$ cat config.mk
export PLATFORM = sky130hd
export DESIGN_NAME = sort_controller_flat
export DESIGN_NICKNAME = d
export VERILOG_FILES = /design/src/rtl/sort_if.sv /design/src/rtl/sort_controller.sv /design/src/flat_wrapper.sv
export SDC_FILE = /design/constraint.sdc
export NUM_CORES = 1
export LEC_CHECK = 0
export CORE_ASPECT_RATIO = 1.4
export CORE_MARGIN = 3
export CORE_UTILIZATION = 41
export CTS_CLUSTER_SIZE = 16
export DETAILED_ROUTE_END_ITERATION = 7
export GPL_TIMING_DRIVEN = 0
export PLACE_DENSITY = 0.66
export REMOVE_ABC_BUFFERS = 1
export SLEW_MARGIN = 20
export SYNTH_ARGS = -nofsm -noshare
export SYNTH_HDL_FRONTEND = slang
export SYNTH_SLANG_ARGS = --single-unit
$ cat constraint.sdc
create_clock -name clk -period 5.5 [get_ports clk]
set_input_delay 0.825 -clock clk [delete_from_list [all_inputs] [get_ports clk]]
set_output_delay 0.825 -clock clk [all_outputs]
set_load 0.02 [all_outputs]
$ cat src/rtl/sort_if.sv
// Valid/ready word streams into and out of sort_controller.
// slave: DUT side; master: producer/consumer side.
interface sort_if;
    logic        in_valid;
    logic        in_ready;
    logic [31:0] in_data;
    logic        descending;
    logic        out_valid;
    logic        out_ready;
    logic [31:0] out_data;

    modport slave (
        input  in_valid, in_data, descending, out_ready,
        output in_ready, out_valid, out_data
    );

    modport master (
        output in_valid, in_data, descending, out_ready,
        input  in_ready, out_valid, out_data
    );
endinterface

$ cat src/rtl/sort_controller.sv
// Batch bubble sorter around one shared signed comparator.
// Ports: clk, rst_n, bus (sort_if.slave), busy, done, swap_count.
module comparator_32bit (
    input  logic [31:0] input1,
    input  logic [31:0] input2,
    output logic        gt,
    output logic        eq
);
    assign gt = $signed(input1) > $signed(input2);
    assign eq = input1 == input2;
endmodule

module sort_controller #(
    parameter int DEPTH = 4,
    parameter int CNT_W = 8
) (
    input  logic             clk,
    input  logic             rst_n,
    sort_if.slave            bus,
    output logic             busy,
    output logic             done,
    output logic [CNT_W-1:0] swap_count
);
    localparam int IW = (DEPTH > 2) ? $clog2(DEPTH) : 1;
    localparam logic [IW-1:0] LAST  = IW'(DEPTH - 1);
    localparam logic [IW-1:0] LAST2 = IW'(DEPTH - 2);

    localparam logic [1:0] IDLE  = 2'd0;
    localparam logic [1:0] LOAD  = 2'd1;
    localparam logic [1:0] SORT  = 2'd2;
    localparam logic [1:0] DRAIN = 2'd3;

    logic [1:0]    state;
    logic [31:0]   mem [DEPTH];
    logic [IW-1:0] wr_idx;
    logic [IW-1:0] rd_idx;
    logic [IW-1:0] idx;
    logic [IW-1:0] pass_cnt;
    logic          pass_swapped;
    logic          order;
    logic          in_ready;
    logic          out_valid;
    logic [31:0]   out_data;

    logic [31:0]   cmp_a;
    logic [31:0]   cmp_b;
    logic          gt;
    logic          eq;
    logic          swap;
    logic [IW-1:0] idx_nx;
    logic [IW-1:0] rd_nx;
    logic          any_swap;

    assign bus.in_ready  = in_ready;
    assign bus.out_valid = out_valid;
    assign bus.out_data  = out_data;

    assign idx_nx = idx + IW'(1);
    assign rd_nx  = rd_idx + IW'(1);
    assign cmp_a  = mem[idx];
    assign cmp_b  = mem[idx_nx];

    comparator_32bit u_cmp (
        .input1 (cmp_a),
        .input2 (cmp_b),
        .gt     (gt),
        .eq     (eq)
    );

    // Strict inequality in both orders keeps equal words in place.
    assign swap = (state == SORT) &&
                  (order ? (!gt && !eq) : gt);
    assign any_swap = pass_swapped | swap;

    always_ff @(posedge clk or negedge rst_n) begin
        if (!rst_n) begin
            state        <= IDLE;
            for (int k = 0; k < DEPTH; k++) mem[k] <= '0;
            wr_idx       <= '0;
            rd_idx       <= '0;
            idx          <= '0;
            pass_cnt     <= '0;
            pass_swapped <= 1'b0;
            order        <= 1'b0;
            in_ready     <= 1'b0;
            out_valid    <= 1'b0;
            out_data     <= '0;
            busy         <= 1'b0;
            done         <= 1'b0;
            swap_count   <= '0;
        end else begin
            done <= 1'b0;
            case (state)
                IDLE: begin
                    in_ready <= 1'b1;
                    state    <= LOAD;
                end
                LOAD: begin
                    if (bus.in_valid && in_ready) begin
                        mem[wr_idx] <= bus.in_data;
                        if (wr_idx == '0) begin
                            order      <= bus.descending;
                            swap_count <= '0;
                        end
                        if (wr_idx == LAST) begin
                            wr_idx       <= '0;
                            in_ready     <= 1'b0;
                            busy         <= 1'b1;
                            idx          <= '0;
                            pass_cnt     <= IW'(1);
                            pass_swapped <= 1'b0;
                            state        <= SORT;
                        end else begin
                            wr_idx <= wr_idx + IW'(1);
                        end
                    end
                end
                SORT: begin
                    if (swap) begin
                        mem[idx]    <= cmp_b;
                        mem[idx_nx] <= cmp_a;
                        if (swap_count != '1)
                            swap_count <= swap_count + CNT_W'(1);
                    end
                    if (idx == LAST2) begin
                        if (!any_swap || pass_cnt == LAST) begin
                            done      <= 1'b1;
                            out_valid <= 1'b1;
                            // mem[0] may be rewritten on this very edge.
                            out_data  <= (swap && idx == '0) ?
                                         cmp_b : mem[0];
                            rd_idx    <= '0;
                            state     <= DRAIN;
                        end else begin
                            idx          <= '0;
                            pass_swapped <= 1'b0;
                            pass_cnt     <= pass_cnt + IW'(1);
                        end
                    end else begin
                        idx          <= idx_nx;
                        pass_swapped <= any_swap;
                    end
                end
                DRAIN: begin
                    if (out_valid && bus.out_ready) begin
                        if (rd_idx == LAST) begin
                            out_valid <= 1'b0;
                            busy      <= 1'b0;
                            in_ready  <= 1'b1;
                            rd_idx    <= '0;
                            state     <= LOAD;
                        end else begin
                            rd_idx   <= rd_nx;
                            out_data <= mem[rd_nx];
                        end
                    end
                end
                default: state <= IDLE;
            endcase
        end
    end
endmodule

$ cat src/flat_wrapper.sv
// flat-port wrapper written by rule: the top's interface ports become plain ports
module sort_controller_flat 
#(
    parameter int DEPTH = 4,
    parameter int CNT_W = 8
)
  (clk, rst_n, busy, done, swap_count, bus_in_valid, bus_in_data, bus_descending, bus_out_ready, bus_in_ready, bus_out_valid, bus_out_data);
  sort_if bus_i ();
  input  logic clk;
  input  logic rst_n;
  output logic busy;
  output logic done;
  output logic [CNT_W-1:0] swap_count;
  input wire logic [$bits(bus_i.in_valid)-1:0] bus_in_valid;
  input wire logic [$bits(bus_i.in_data)-1:0] bus_in_data;
  input wire logic [$bits(bus_i.descending)-1:0] bus_descending;
  input wire logic [$bits(bus_i.out_ready)-1:0] bus_out_ready;
  output wire logic [$bits(bus_i.in_ready)-1:0] bus_in_ready;
  output wire logic [$bits(bus_i.out_valid)-1:0] bus_out_valid;
  output wire logic [$bits(bus_i.out_data)-1:0] bus_out_data;
  assign bus_i.in_valid = bus_in_valid;
  assign bus_i.in_data = bus_in_data;
  assign bus_i.descending = bus_descending;
  assign bus_i.out_ready = bus_out_ready;
  assign bus_in_ready = bus_i.in_ready;
  assign bus_out_valid = bus_i.out_valid;
  assign bus_out_data = bus_i.out_data;
  sort_controller #(.DEPTH(DEPTH), .CNT_W(CNT_W)) u_core (.clk(clk), .rst_n(rst_n), .bus(bus_i), .busy(busy), .done(done), .swap_count(swap_count));
endmodule
After elaboration in Yosys (flattened, before gate mapping)
Index checks and enable logic that the tools add are counted.
Operators by class
  add/sub/neg operators: 5
  magnitude comparators: 8
  equal/unequal tests: 21
  multiplexer cells: 75
  bitwise logic cells: 5
  reductions and logical operators: 31
Operators with widths (number)
  2-to-1 mux 32 bit: 14
  bitwise mux 128 bit: 3
  2-to-1 mux 128 bit: 2
  one-hot mux 128 bit (2 select lines): 1
  binary-select mux 32 bit (select 2 bit): 3
  demux 32 bit (select 2 bit): 3
  one-hot mux 32 bit (2 select lines): 1
  2-to-1 mux 2 bit: 19
  equality test 32 bit: 1
  > comparator 32 bit: 1
  2-to-1 mux 8 bit: 4
  AND reduction 5 bit: 6
  2-to-1 mux 1 bit: 16
  one-hot mux 8 bit (2 select lines): 1
  equality test 2 bit, second input constant: 6
  greater-or-equal comparator 3 bit, second input constant: 4
  != test 2 x 1 -> 1 bit, second input constant: 6
  inverter 2 -> 3 bit: 4
  one-hot mux 2 bit (2 select lines): 3
  != test 2 bit, second input constant: 5
  < comparator 3 x 1 -> 1 bit, second input constant: 3
  adder 2 x 1 -> 2 bit, second input constant: 4
  adder 8 x 1 -> 8 bit, second input constant: 1
  logical AND 1 bit: 8
  other kinds (16): 26
Word-level totals
  register bits after elaboration: 184
  bits of input ports: 37
  output and inout bits: 44
  word-level logic and storage cells: 162

Depth between registers and ports, before layout
  depth after elaboration: 16
  depth in mapped cells: 19
  depth with buffers taken out: 13

Hierarchy
A second synthesis with hierarchy kept.
Second synthesis, totals
  cell total of the unflattened synthesis: 1377
  area, all modules: 14101.0 µm²
Modules (own cells, without submodules)
  sort_controller: times used 1, cells each 1260, area each 13244.0 µm², sequential area each 4604.4 µm²
  comparator_32bit: times used 1, cells each 117, area each 857.1 µm², sequential area each 0.0 µm²

Least setup slack after synthesis
Ideal clock, no wire load.
  path type: register -> register
  start point: register u_core.idx[0]
  end point: register u_core.mem[15] in the netlist's numbering
  setup time: 125 ps
  arrival time: 5392 ps
  setup slack: -17 ps
  stages on the path, launching flop included: 20
  buffers on the path: 6
  clock period less this slack: 5517 ps
  path through: dfrtp_1 -> clkbuf_1 -> clkbuf_1 -> inv_1 -> ha_1 -> clkbuf_1 -> buf_1 -> mux4_2 -> inv_1 -> ha_1 -> a21oi_1 -> nand2_1 -> a221o_1 -> o31ai_2 -> a21o_1 -> buf_4 -> nand3_4 -> o31ai_4 -> buf_4 -> mux2_2
Between the ends
  word-level cells in the longest chain between the ends: 12
  elaborated cells on any way between the ends: 32
  those cells by class: add/sub (1); order compare (5); eq/ne (2); mux (15); bitwise (2); reduce/logical (7)
Ends and longest elaborated chain
  start, declared: line sort_controller.sv:37  | logic [IW-1:0] idx;
  start signal, assigned: line sort_controller.sv:140  | idx <= idx_nx;
  adder 2 x 1 -> 2 bit: line sort_controller.sv:58  | assign idx_nx = idx + IW'(1);
  inverter 2 -> 3 bit (implied by the code): line sort_controller.sv:61, sort_controller.sv:121
  binary-select mux 32 bit (select 2 bit): line sort_controller.sv:61  | assign cmp_b = mem[idx_nx];
  2-to-1 mux 32 bit (implied by the code) (2 in a row): line sort_controller.sv:61
  > comparator 32 bit / equality test 32 bit (equally long branches): line sort_controller.sv:9, sort_controller.sv:10
  logical NOT 1 bit: line sort_controller.sv:72  | (order ? (!gt && !eq) : gt);
  logical AND 1 bit: line sort_controller.sv:72
  2-to-1 mux 1 bit: line sort_controller.sv:72
  logical AND 1 bit: line sort_controller.sv:71  | assign swap = (state == SORT) &&
  != test 2 x 1 -> 1 bit (no source line)
  AND reduction 3 bit (no source line)
  end signal, assigned by index: line sort_controller.sv:100  | mem[wr_idx] <= bus.in_data;
  end signal, assigned by index: line sort_controller.sv:120  | mem[idx] <= cmp_b;
  end signal, assigned by index: line sort_controller.sv:121  | mem[idx_nx] <= cmp_a;
  end, declared: line sort_controller.sv:34  | logic [31:0] mem [DEPTH];
Several ways; a longest one is shown, not always the timed one. The select of a mux whose other input is x is not followed.
A chain may end at the register's enable or synchronous reset.

Worst setup path in the final report
  start point: register u_core.idx[0]
  end point: register u_core.out_data[18] (netlist: u_core.bus.out_data[18])
Between the ends
  word-level cells in the longest chain between the ends: 15
  elaborated cells on any way between the ends: 29
  those cells by class: add/sub (1); order compare (1); eq/ne (4); mux (11); bitwise (3); reduce/logical (9)
Ends and longest elaborated chain
  adder 2 x 1 -> 2 bit: line sort_controller.sv:58
  inverter 2 -> 3 bit (implied by the code): line sort_controller.sv:61
  binary-select mux 32 bit (select 2 bit): line sort_controller.sv:61
  2-to-1 mux 32 bit (implied by the code) (2 in a row): line sort_controller.sv:61
  > comparator 32 bit / equality test 32 bit (equally long branches): line sort_controller.sv:9, sort_controller.sv:10
  logical NOT 1 bit: line sort_controller.sv:72
  logical AND 1 bit: line sort_controller.sv:72
  2-to-1 mux 1 bit: line sort_controller.sv:72
  logical AND 1 bit: line sort_controller.sv:71
  logical AND 1 bit / bitwise OR 1 bit (equally long branches): line sort_controller.sv:130, sort_controller.sv:73
  2-to-1 mux 32 bit / logical NOT 1 bit (equally long branches): line sort_controller.sv:130, sort_controller.sv:126
  2-to-1 mux 32 bit / logical OR 1 bit (equally long branches): line sort_controller.sv:126  | if (!any_swap || pass_cnt == LAST) begin
  2-to-1 mux 32 bit / != test 2 bit (equally long branches)
  one-hot mux 32 bit (2 select lines) / AND reduction 5 bit (equally long branches)
  end signal, assigned: line sort_controller.sv:130  | out_data <= (swap && idx == '0) ?
  end signal, assigned: line sort_controller.sv:154  | out_data <= mem[rd_nx];
  end, declared: line sort_controller.sv:43  | logic [31:0] out_data;
Several ways; a longest one is shown, not always the timed one. The select of a mux whose other input is x is not followed.

==> results.sh <==
export IMPL_path_max_fanout=33
export IMPL_yosys_most_used_dff="dfrtp_1"
export IMPL_dp_hpwl_um=29000
export IMPL_maxCapViolCount=0
export IMPL_core_um2=33400
export IMPL_critical_path_class="reg -> reg"
export IMPL_drc_errors=4
export IMPL_critPathLaunchType="flip-flop"
export IMPL_synth_top_area_cell="dfrtp_1"
export IMPL_fin_crit_sh_pct=95.9
export IMPL_die_w_um=162
export IMPL_crit_arrival_ps=5680
export IMPL_place_ws_ps=-1150
export IMPL_ios=81
export IMPL_overflow=0
export IMPL_hold_path_class="in -> async"
export IMPL_place_congestion=0.814
export IMPL_synthDistinctLibCells=55
export IMPL_cts_root_buf="clkbuf_16"
export IMPL_synthCells=1331
export IMPL_antenna_found_initial=1
export IMPL_hold_viol=0
export IMPL_drive_above_1_share_pct=27.1
export IMPL_die_h_um=224
export IMPL_peakVddDrop_mv=0.209
export IMPL_seqCellArea_um2=4610
export IMPL_grt_pass1_vias=12489
export IMPL_setup_violations=0
export IMPL_diodes=0
export IMPL_p_per_area_nw_per_um2=173
export IMPL_clk_pin_slew_ps=70
export IMPL_p_int_w=0.00213
export IMPL_syn_area_per_cell_um2=10.5
export IMPL_min_period_ps=5270
export IMPL_routed_wl_um=46600
export IMPL_power_static_leakage_nw=6.80
export IMPL_tritoncts="built"
export IMPL_setup_slack_ps=226
export IMPL_cts_buffers=17
export IMPL_final_antenna_net_count=0
export IMPL_drt_pass1_iterations=8
export IMPL_synthTopCellsByArea="dfrtp_1 (33%), mux4_2 (15%), mux2_2 (7.5%)"
export IMPL_multi_input_area_um2=8630
export IMPL_status="finished, violations left"
export IMPL_drt_initial_drc_count=1419
export IMPL_ys_warn_count=0
export IMPL_clockBufferDepth=2
export IMPL_rsz0062_at_grt="false"
export IMPL_nFillCells=2994
export IMPL_gr_usage_all_layers_pct=25.6
export IMPL_ys_ff_latch=184
export IMPL_tns_ps=0
export IMPL_nNetsFinal=1449
export IMPL_tightest_slew_ps=927
export IMPL_place_inst=1776
export IMPL_violations="design-rule violations"
export IMPL_worst_slew_margin_rel_pct=38.0
export IMPL_io_buffers=80
export IMPL_synth_seq_area_share_pct=33.0
export IMPL_die_area_um2=36400
export IMPL_fp_row_count=79
export IMPL_area_delta_synth_final_pct=18.6
export IMPL_stdcell_count=1820
export IMPL_initial_core_util_pct=41.8
export IMPL_comb_power_share_pct=8.1
export IMPL_p_seq_share_pct=48.8
export IMPL_vias_per_cell=6.82
export IMPL_swShare_pct=25.7
export IMPL_async_flop_share_pct=100
export IMPL_cts_sinks=184
export IMPL_grt_pass1_wl_um=72200
export IMPL_clock_skew_ps=12.6
export IMPL_vias=12407
export IMPL_worstSkewPairLatency_ps=470
export IMPL_r2r_slack_ps=230
export IMPL_synth_edf_count=0
export IMPL_required_ps=5900
export IMPL_holdWs_ps=262
export IMPL_switchingPower_w=0.000739
export IMPL_cts_hold_buffers=0
export IMPL_cts_max_level=4
export IMPL_syn_area_um2=14000
export IMPL_synth_top_area_share_pct=33.0
export IMPL_fmax_ghz=0.190
export IMPL_drv_slew=0
export IMPL_post_drt_wl_per_cell_um=25.6
export IMPL_endpoint_kind="flip-flop"
export IMPL_pwr_share_clk_pct=43.1
export IMPL_grt_max_degree=84
-- cells by family (layout without fill, tap and decap cells) --
kind of cell,count (synthesis),after routing,synth area share (%)
xor+xnor,1,1,0.0627
mux,197,197,23.6
flops,184,184,33.0
compound gates,306,307,20.1
buf+inv,228,270,6.85
fa+ha+maj,50,50,4.48
simple gates,365,366,11.9
-- stage by stage --
stage          power, W  instance area, um2  utilization (%)
2_1_floorplan   0.00153               13400                -
3_3_place_gp    0.00164               14800             44.2
3_5_place_dp    0.00165               15800             47.3
4_1_cts         0.00288               16500             49.5
5_1_grt         0.00295               16600             49.6
6_report        0.00287               16600             49.6
-- critical path, cell delays in order (launching register included) --
cell,delay (ps)
dfrtp_4,430
buf_4,390
buf_12,310
mux4_2,620
ha_1,350
nand4_1,220
nor4_4,610
nand3_4,340
buf_12,280
and3_1,180
and3_2,400
buf_16,250
o311ai_0,530
mux2_2,260
-- power by group through the flow --
stage               combinational [W]  sequential [W]  clock, W
floorplan                    0.000116         0.00142         0
global placement             0.000212         0.00142         0
detailed placement           0.000226         0.00143         0
CTS                          0.000231         0.00140   0.00125
global route                 0.000255         0.00140   0.00129
finish                       0.000233         0.00140   0.00124
-- per-layer routing --
layer | GRT usage [%] | share of wire, % | wire length (um) | up-vias
met1 | 31.9 | 37 | 17300 | 6142
met2 | 41.1 | 47 | 22100 | 846
li1 | - | - | - | 5215
met4 | 15.4 | 5.7 | 2640 | 2
met3 | 5.47 | 9.9 | 4610 | 202
met5 | 0 | 0.019 | 9 | -
-- cell usage in the layout (no fill, tap or decap), types with 36 or more instances in the layout --
cell             count
a221oi_2            60
a22oi_1             64
nand2_1             57
inv_1              104
dfrtp_1            181
ha_1                42
clkdlybuf4s50_1     79
and3_1              36
mux2_2              93
nand3_1             50
mux4_2              96
nor2_1             172
a221oi_1            68
-- flip-flops by register name, indices dropped and copies added, names as in the netlist --
name                  cells
u_core.rd_idx             2
u_core.bus.in_ready       1
u_core.idx                2
u_core.pass_cnt           2
u_core.swap_count         8
u_core.pass_swapped       1
u_core.busy               1
u_core.bus.out_valid      1
u_core.bus.out_data      32
u_core.wr_idx             2
u_core.done               1
u_core.state              2
u_core.mem              128
u_core.order              1
-- final timing paths --
check	from	end	depth (start not counted)
max in group asynchronous	rst_n	u_core.mem[97]	3
worst max-delay path	u_core.idx[0]	u_core.bus.out_data[18]	13
worst min-delay path	rst_n	u_core.bus.out_data[21]	1
worst max register to register	u_core.idx[0]	u_core.bus.out_data[18]	13
worst min register to register	u_core.bus.out_data[8]	u_core.bus.out_data[8]	1
min in group clk	u_core.bus.out_data[8]	u_core.bus.out_data[8]	1
-- cell usage after synthesis, drive strengths merged, types with 2 or more instances --
library cell and n:
mux4 96, or3 5, mux2 99, o311ai 34
nand2b 4, nand4 9, o31ai 7, a21o 5
clkbuf 90, inv 105, nor2b 7, nor2 173
a22oi 64, nand3 53, a31oi 2, a221oi 128
buf 33, a21oi 23, dfrtp 184, o21a 2
nand2 59, and3 37, o22ai 2, o211ai 8
mux2i 2, nor3 8, o21ai 20, ha 50
and2 3, nand3b 2, o31a 3, or4 2
-- final cells by class --
cell class	instances	area share (%)
clock buffers	22	2.86
clock inverters	10	0.582
inverters	105	2.39
multi-input cells	921	52.1
flip-flops and latches	184	27.8
well taps	445	3.36
repair buffers	133	10.9
-- timing repair --
action / in CTS / in global routing
pin swaps: 8 / 2
gates resized for setup: 15 / 1
setup buffers: 8 / 2
gates cloned: 2 / 0
endpoints found under the setup margin: 176 / 17
(Power assumes the default switching activity.)
